--- config.mk ---
export PLATFORM = sky130hd
export DESIGN_NAME = sw_key_reader_flat
export DESIGN_NICKNAME = d
export VERILOG_FILES = /design/src/rtl/sw_key_reader_if.sv /design/src/rtl/sw_key_reader.sv /design/src/flat_wrapper.sv
export SDC_FILE = /design/constraint.sdc
export NUM_CORES = 1
export LEC_CHECK = 0
export BUFFER_PORTS_ARGS = -buffer_cell sky130_fd_sc_hd__buf_2
export CORE_ASPECT_RATIO = 1.5
export CORE_UTILIZATION = 27
export DETAILED_ROUTE_END_ITERATION = 7
export PLACE_DENSITY = 0.39
export SLEW_MARGIN = 15
export SYNTH_ARGS = -nofsm -noshare
export SYNTH_HDL_FRONTEND = slang
export SYNTH_SLANG_ARGS = --single-unit
--- constraint.sdc ---
create_clock -name clk -period 3.3 [get_ports clk]
set_input_delay 0.33 -clock clk [delete_from_list [all_inputs] [get_ports clk]]
set_output_delay 0.33 -clock clk [all_outputs]
set_load 0.02 [all_outputs]
--- src/rtl/sw_key_reader_if.sv ---
// Native PicoRV32-style memory bus between the SoC fabric and one responder.
// The SoC drives the request side (master); the peripheral answers (slave).
interface sw_key_reader_if;
    logic        mem_valid;
    logic        sel;
    logic [3:0]  mem_addr;
    logic [31:0] mem_wdata;
    logic [3:0]  mem_wstrb;
    logic        mem_ready;
    logic [31:0] mem_rdata;

    modport master (
        output mem_valid, sel, mem_addr, mem_wdata, mem_wstrb,
        input  mem_ready, mem_rdata
    );

    modport slave (
        input  mem_valid, sel, mem_addr, mem_wdata, mem_wstrb,
        output mem_ready, mem_rdata
    );
endinterface

--- src/rtl/sw_key_reader.sv ---
// Switch/button reader: synchronise, debounce, latch key presses, raise irq.
// Exposes SW_STATE, KEY_STATE, KEY_EDGE (W1C) and IRQ_EN on the memory bus.
module sw_key_reader #(
    parameter int NUM_SW          = 10,
    parameter int NUM_KEY         = 4,
    parameter int DEBOUNCE_CYCLES = 50000,
    parameter int SYNC_STAGES     = 2
) (
    input  logic               clk,
    input  logic               resetn,
    input  logic [NUM_SW-1:0]  sw,
    input  logic [NUM_KEY-1:0] key_n,
    sw_key_reader_if.slave     bus,
    output logic               irq
);

    localparam int NB = NUM_SW + NUM_KEY;
    localparam int CW = $clog2(DEBOUNCE_CYCLES + 1);
    localparam logic [CW-1:0] CNT_LAST = CW'(DEBOUNCE_CYCLES - 1);

    typedef enum logic {
        S_IDLE,
        S_RESP
    } state_t;

    logic [NB-1:0]                   w_raw;
    logic [SYNC_STAGES-1:0][NB-1:0]  r_sync;
    logic [NB-1:0]                   w_synced;
    logic [CW-1:0]                   r_cnt [NB];
    logic [NB-1:0]                   r_stable;
    logic [NB-1:0]                   w_flip;
    logic [NUM_SW-1:0]               w_sw_stab;
    logic [NUM_KEY-1:0]              w_key_stab;
    logic [NUM_KEY-1:0]              w_rise;
    logic [NUM_KEY-1:0]              r_key_edge;
    logic [NUM_KEY-1:0]              r_irq_en;
    logic                            r_irq;
    state_t                          r_state;
    state_t                          w_next;
    logic                            w_accept;
    logic                            w_read;
    logic                            w_write;
    logic [31:0]                     w_byte_mask;
    logic [NUM_KEY-1:0]              w_clr;
    logic [NUM_KEY-1:0]              w_en_mask;
    logic [31:0]                     w_rd;
    logic [31:0]                     r_rdata;
    logic                            w_unused;

    // Keys are inverted up front so every internal bit reads 1 = active.
    assign w_raw    = {~key_n, sw};
    assign w_synced = r_sync[SYNC_STAGES-1];

    always_ff @(posedge clk or negedge resetn) begin
        if (!resetn) begin
            r_sync <= '0;
        end else begin
            r_sync <= {r_sync[SYNC_STAGES-2:0], w_raw};
        end
    end

    always_comb begin
        w_flip = '0;
        for (int i = 0; i < NB; i++) begin
            w_flip[i] = (w_synced[i] != r_stable[i]) &&
                        (r_cnt[i] == CNT_LAST);
        end
    end

    always_ff @(posedge clk or negedge resetn) begin
        if (!resetn) begin
            for (int i = 0; i < NB; i++) begin
                r_cnt[i] <= '0;
            end
            r_stable <= '0;
        end else begin
            for (int i = 0; i < NB; i++) begin
                if ((w_synced[i] == r_stable[i]) || w_flip[i]) begin
                    r_cnt[i] <= '0;
                end else begin
                    r_cnt[i] <= r_cnt[i] + CW'(1);
                end
            end
            r_stable <= r_stable ^ w_flip;
        end
    end

    assign w_sw_stab  = r_stable[NUM_SW-1:0];
    assign w_key_stab = r_stable[NB-1:NUM_SW];
    assign w_rise     = w_flip[NB-1:NUM_SW] & w_synced[NB-1:NUM_SW];

    always_ff @(posedge clk or negedge resetn) begin
        if (!resetn) begin
            r_state <= S_IDLE;
        end else begin
            r_state <= w_next;
        end
    end

    assign w_accept = (r_state == S_IDLE) && bus.mem_valid && bus.sel;

    always_comb begin
        w_next = r_state;
        unique case (r_state)
            S_IDLE: if (w_accept) w_next = S_RESP;
            S_RESP: w_next = S_IDLE;
        endcase
    end

    assign w_read  = w_accept && (bus.mem_wstrb == 4'd0);
    assign w_write = w_accept && (bus.mem_wstrb != 4'd0);

    assign w_byte_mask = {{8{bus.mem_wstrb[3]}}, {8{bus.mem_wstrb[2]}},
                          {8{bus.mem_wstrb[1]}}, {8{bus.mem_wstrb[0]}}};

    assign w_clr = (w_write && bus.mem_addr[3:2] == 2'd2)
                 ? (bus.mem_wdata[NUM_KEY-1:0] & w_byte_mask[NUM_KEY-1:0])
                 : '0;

    assign w_en_mask = (w_write && bus.mem_addr[3:2] == 2'd3)
                     ? w_byte_mask[NUM_KEY-1:0]
                     : '0;

    // A press landing on the same edge as its W1C keeps the bit set.
    always_ff @(posedge clk or negedge resetn) begin
        if (!resetn) begin
            r_key_edge <= '0;
            r_irq_en   <= '0;
            r_irq      <= 1'b0;
        end else begin
            r_key_edge <= (r_key_edge & ~w_clr) | w_rise;
            r_irq_en   <= (r_irq_en & ~w_en_mask) |
                          (bus.mem_wdata[NUM_KEY-1:0] & w_en_mask);
            r_irq      <= |(r_key_edge & r_irq_en);
        end
    end

    always_comb begin
        w_rd = '0;
        unique case (bus.mem_addr[3:2])
            2'd0: w_rd = 32'(w_sw_stab);
            2'd1: w_rd = 32'(w_key_stab);
            2'd2: w_rd = 32'(r_key_edge);
            2'd3: w_rd = 32'(r_irq_en);
        endcase
    end

    always_ff @(posedge clk or negedge resetn) begin
        if (!resetn) begin
            r_rdata <= '0;
        end else begin
            r_rdata <= w_read ? w_rd : '0;
        end
    end

    assign bus.mem_ready = (r_state == S_RESP);
    assign bus.mem_rdata = r_rdata;
    assign irq           = r_irq;

    assign w_unused = ^{bus.mem_addr[1:0], bus.mem_wdata};

endmodule

--- src/flat_wrapper.sv ---
// flat-port wrapper written by rule: the top's interface ports become plain ports
module sw_key_reader_flat 
#(
    parameter int NUM_SW          = 10,
    parameter int NUM_KEY         = 4,
    parameter int DEBOUNCE_CYCLES = 50000,
    parameter int SYNC_STAGES     = 2
)
  (clk, resetn, sw, key_n, irq, bus_mem_valid, bus_sel, bus_mem_addr, bus_mem_wdata, bus_mem_wstrb, bus_mem_ready, bus_mem_rdata);
  sw_key_reader_if bus_i ();
  input  logic clk;
  input  logic resetn;
  input  logic [NUM_SW-1:0] sw;
  input  logic [NUM_KEY-1:0] key_n;
  output logic irq;
  input wire logic [$bits(bus_i.mem_valid)-1:0] bus_mem_valid;
  input wire logic [$bits(bus_i.sel)-1:0] bus_sel;
  input wire logic [$bits(bus_i.mem_addr)-1:0] bus_mem_addr;
  input wire logic [$bits(bus_i.mem_wdata)-1:0] bus_mem_wdata;
  input wire logic [$bits(bus_i.mem_wstrb)-1:0] bus_mem_wstrb;
  output wire logic [$bits(bus_i.mem_ready)-1:0] bus_mem_ready;
  output wire logic [$bits(bus_i.mem_rdata)-1:0] bus_mem_rdata;
  assign bus_i.mem_valid = bus_mem_valid;
  assign bus_i.sel = bus_sel;
  assign bus_i.mem_addr = bus_mem_addr;
  assign bus_i.mem_wdata = bus_mem_wdata;
  assign bus_i.mem_wstrb = bus_mem_wstrb;
  assign bus_mem_ready = bus_i.mem_ready;
  assign bus_mem_rdata = bus_i.mem_rdata;
  sw_key_reader #(.NUM_SW(NUM_SW), .NUM_KEY(NUM_KEY), .DEBOUNCE_CYCLES(DEBOUNCE_CYCLES), .SYNC_STAGES(SYNC_STAGES)) u_core (.clk(clk), .resetn(resetn), .sw(sw), .key_n(key_n), .bus(bus_i), .irq(irq));
endmodule
### After elaboration in Yosys (flattened, before gate mapping)

Cells that the tools add are included.

| word-level totals | value |
|---|---|
| input port bits | 58 |
| register bits after elaboration | 308 |
| output and inout port bits | 34 |
| word-level logic and storage cells | 152 |

| cells by class | value |
|---|---|
| add/sub/neg operators | 14 |
| muxes and demuxes | 20 |
| bitwise gates (word level) | 13 |
| reductions and logical operators | 38 |
| eq/ne operators | 45 |

Operators by type and width:

| operator | count |
|---|---|
| adder 16 x 1 -> 16 bit (second input constant) | 14 |
| == test 16 bit (second input constant) | 14 |
| two-way mux 16 bit | 14 |
| one-hot mux 32 bit (4 select lines) | 1 |
| two-way mux 32 bit | 1 |
| AND 4 bit | 6 |
| logical AND 1 bit | 20 |
| == test 1 bit | 14 |
| logical OR 1 bit | 14 |
| != test 1 bit | 14 |
| XOR 14 bit | 1 |
| NOT 4 bit | 3 |
| two-way mux 4 bit | 2 |
| bitwise OR 4 bit | 2 |
| == test 2 bit (second input constant) | 2 |
| zero test 4 bit | 1 |
| nonzero test 4 bit | 1 |
| OR reduction 4 bit | 1 |
| == test 2 x 1 -> 1 bit (second input constant) | 1 |
| zero test 2 bit | 1 |
| one-hot mux 1 bit (2 select lines) | 1 |
| two-way mux 1 bit | 1 |
| NOT 1 bit | 1 |

### Depth between registers and ports, before layout

| logic depth | value |
|---|---|
| word-level depth | 9 |
| mapped depth | 6 |
| mapped depth without buffers | 5 |

### Worst setup path after synthesis

No wires, ideal clock.

| timing path | value |
|---|---|
| path type | register to register |
| start point | register u_core.r_cnt[55] (netlist bit) |
| end point | register with a tool-made name |
| arrival time | 1.785 ns |
| cell stages (with the launch flop) | 4 |
| required time | 3.175 ns |
| setup time | 0.125 ns |
| slack | 1.390 ns |
| period minus slack after synthesis | 1.910 ns |
| path buffers | 0 |
| path through | dfrtp_1 > or4b_1 > or4_4 > mux2_4 |

RTL lines:

| element | line | text |
|---|---|---|
| from (decl) | sw_key_reader.sv:29 | `logic [CW-1:0] r_cnt [NB];` |
| from (signal, indexed assignment) | sw_key_reader.sv:81 | `r_cnt[i] <= r_cnt[i] + CW'(1);` |

### Final worst setup path

| timing path | value |
|---|---|
| start point | register u_core.r_cnt[0] (netlist bit) |
| end point | register u_core.r_cnt[6] (netlist bit) |

| between the ends | value |
|---|---|
| cells in the longest elaborated chain, start to end | 4 |
| elaborated cells on any way between the ends | 5 |
| classes of those cells | add/sub: 1; eq/ne: 1; mux: 1; reduce/logical: 2 |

Ends and longest elaborated chain:

| element | line | text |
|---|---|---|
| branches (longest 3 deep; another with adder 16 x 1 -> 16 bit) | -- |  |
| two-way mux 16 bit * | sw_key_reader.sv:78 | `if ((w_synced[i] == r_stable[i]) \|\| w_flip[i]) begin` |

Every way passes the cells marked *.

==> summary.md <==
| Metric | Value |
|---|---|
| Status | complete, no violations |
| Worst Max-Slew Pin Slew | 0.5717 ns |
| Fin Setup TNS | 0 ns |
| Fin util | 0.3192 |
| Finish-stage setup viols | 0 |
| Crit path DAT | 2.58 ns |
| DR vias/cell | 4.407 |
| Die Wd | 184.0 microns |
| Setup bufs post-CTS | 0 |
| Req. time, crit path | 3.67 ns |
| Commonest cells in the synthesized netlist | dfrtp_1 (286), nor2_1 (252), xnor2_1 (175), nand3_1 (71) |
| Cell count after synthesis | 1,273 |
| Post-synth top area share | 0.5336 |
| WL/cell | 13.46 microns |
| Worst slew margin | 0.6179 |
| Clock transition at the registers of the reported paths | 0.06 ns |
| WL final | 27,350 microns |
| Startpoint Class | register |
| Max-slew violation count | 0 |
| First-pass DRT Iterations | 4 |
| Synth warn | 0 |
| Number of CTS-inserted buffers | 34 |
| Initial Util | 0.2748 |
| Vias in the first global route | 9,672 |
| # Max-Cap Violations | 0 |
| First-pass GRT wire length | 48,100 microns |
| Total Routing Usage GR | 0.1153 |
| Synth Flop Type | dfrtp_1 |
| Core Rows | 99 |
| CTS Buffer Depth | 3 |
| Worst skew pair latency | 0.52 ns |
| Post-synth EDFFs | 0 |
| Count leader, synth | dfrtp_1 |
| Port bufs | 39 |
| CTS tree | done |
| Global route overflow | 0 |
| Via count | 8,955 |
| Family with the most delay on the worst path | simple AND/OR/NAND/NOR gates |
| Switching share of power | 0.2303 |
| Largest net degree at the start of global routing | 82 |
| # hold bufs at CTS | 15 |
| VDD IR max | 0.2667 mV |
| Setup Skew | 0.02311 ns |
| Placed Area | 14,280 sq um |
| Worst hold path class | input port to register |
| RSZ-0062 raised after global routing | false |
| R2r setup slk | 1.09 ns |
| Sequential area share after synthesis | 0.5336 |
| Combinational power share | 0.042 |
| Die height | 275.0 microns |
| Leakage | 6.232 nW |
| Post-synthesis async set-or-reset flop share | 1.000 |
| Clock power frac | 0.490 |
| H-tree level count | 2 |
| DP Worst Slack | 1.029 ns |
| Synth area leader | dfrtp_1 |
| Fillers | 5,067 |
| Syn-to-layout area delta | 16.14% |
| Sequential Power Share | 0.468 |
| Crit Path Max Fanout | 15 |
| Final Cycle Share | 0.6695 |
| Worst Slack Setup Final | 1.091 ns |
| Synth area leaders | dfrtp_1 (53%), xnor2_1 (11%), nor2_1 (7.1%) |
| Total core area | 48,800 sq um |
| CTS resizes | 0 |
| Iter 0 DRT Violations | 434 |
| Post-Layout Cell Count | 2,032 |
| Post-detail-place hpwl | 18,120 microns |
| Routability cong. | 0.7356 |
| Achievable clock frequency | 452.6 MHz |
| Slowest cell on the critical path | or4_1 |
| Placed Instances | 1,956 |
| CP Cell Sequence | ha_1, nand4_1, or4_1, nand2_1, nor2_1 |
| Cell Area, Synth | 13,410 sq um |
| DRC Markers | 0 |
| DIE AREA | 50,590 sq um |
| CTS Sinks | 286 |
| Post-synthesis average cell area | 10.54 sq um |
| Power density over the cells | 503.5 nW/um^2 |
| CP Capture Type | register |
| Int Power | 0.006037 W |
| Yosys reg bits | 286 |
| Slowest cell delay on critical path | 0.65 ns |
| Unique masters post-synth | 42 |
| Post-route design area | 15,580 sq um |
| Clk Tree Root Cell | clkbuf_16 |
| Share of cells above drive strength 1 | 0.1120 |
| Initial antenna violation count | 0 |
| Switching power | 0.001806 W |
| Final antenna-violating net count | 0 |
| Final layout net count | 1,423 |
| Buf/Inv on CP | 0 |
| Boundary Pins | 92 |
| CP Class | register to register |
| Final hold violation count | 0 |
| Final min period | 2.209 ns |
[layout make-up]
cell class | count | area [sq um] | share of cell area
timing repair buffer | 59 | 430.4 | 0.02763
multi-input combinational | 915 | 5816 | 0.3734
inverter | 55 | 206.4 | 0.01325
clock inverter | 11 | 115.1 | 0.007390
clock buffer | 49 | 1028 | 0.06603
antenna | 1 | 2.502 | 0.0001607
tap | 656 | 820.8 | 0.05269
sequential | 286 | 7157 | 0.4595
[power groups by stage]
stage	clock network [W]	registers, W	logic, W
finish	0.00385	0.00367	0.000326
floorplan	0	0.00372	0.000201
CTS	0.00404	0.00367	0.000344
global route	0.00416	0.00368	0.000376
detailed placement	0	0.00373	0.000328
global placement	0	0.00373	0.000327
[metal layers]
layer | up-vias | track usage | share of wire
li1 | 4466 | - | -
met1 | 4376 | 0.1351 | 0.43
met2 | 76 | 0.2110 | 0.52
met3 | 37 | 0.01747 | 0.024
met4 | 0 | 0.04189 | 0.027
met5 | - | 0 | 0
[final timing paths]
kind,start,end,cells past startpoint
hold reg to reg,u_core.r_sync[12],u_core.w_synced[12],0
hold / removal,bus_mem_wdata[0],register,2
setup / recovery,u_core.r_cnt[0],u_core.r_cnt[6],5
min in group asynchronous,resetn,u_core.r_cnt[43],2
setup reg to reg,u_core.r_cnt[0],u_core.r_cnt[6],5
max in group asynchronous,resetn,u_core.r_cnt[21],3
[cells by family (layout without fill, tap and decap cells)]
group | Yosys count | in the layout | synth area share
buffers and inverters | 93 | 174 | 0.03900
XOR/XNOR | 204 | 204 | 0.1332
other | 1 | 23 | 0.0002796
multiplexers | 22 | 22 | 0.02491
adder cells (fa/ha/maj) | 14 | 14 | 0.01306
AO/OA/AOI/OAI | 22 | 22 | 0.01026
AND/OR/NAND/NOR | 631 | 631 | 0.2456
flip-flops | 286 | 286 | 0.5336
[state kept, by name (all words and copies together) (netlist names), named ones only]
name,flops
u_core.r_cnt,224
u_core.r_sync,14
u_core.w_synced,14
u_core.bus.mem_rdata,10
u_core.r_key_edge,4
u_core.bus.mem_ready,1
u_core.irq,1
[metrics by stage]
| stage | hold WS (ns) | power (W) |
|---|---|---|
| 6_report | 0.05733 | 0.007843 |
| 5_1_grt | 0.05209 | 0.008222 |
| 4_1_cts | 0.02477 | 0.008055 |
| 3_5_place_dp | 0.3364 | 0.004062 |
| 3_3_place_gp | 0.3327 | 0.004061 |
| 2_1_floorplan | 0.03441 | 0.003922 |
[layout by cell type, fill, tap and decap left out, types with 22 or more instances in the layout]
master / Yosys / layout
buf_2: 1 / 38
clkbuf_16: 0 / 35
conb_1: 1 / 22
dfrtp_1: 286 / 286
inv_1: 55 / 55
nand2_1: 46 / 46
nand3_1: 71 / 71
nand4_1: 56 / 56
nor2_1: 252 / 252
nor3_1: 56 / 55
nor4_1: 52 / 52
or4b_1: 22 / 22
xnor2_1: 175 / 175
xor2_1: 29 / 29
No activity file was read; power rests on OpenSTA's default activity.
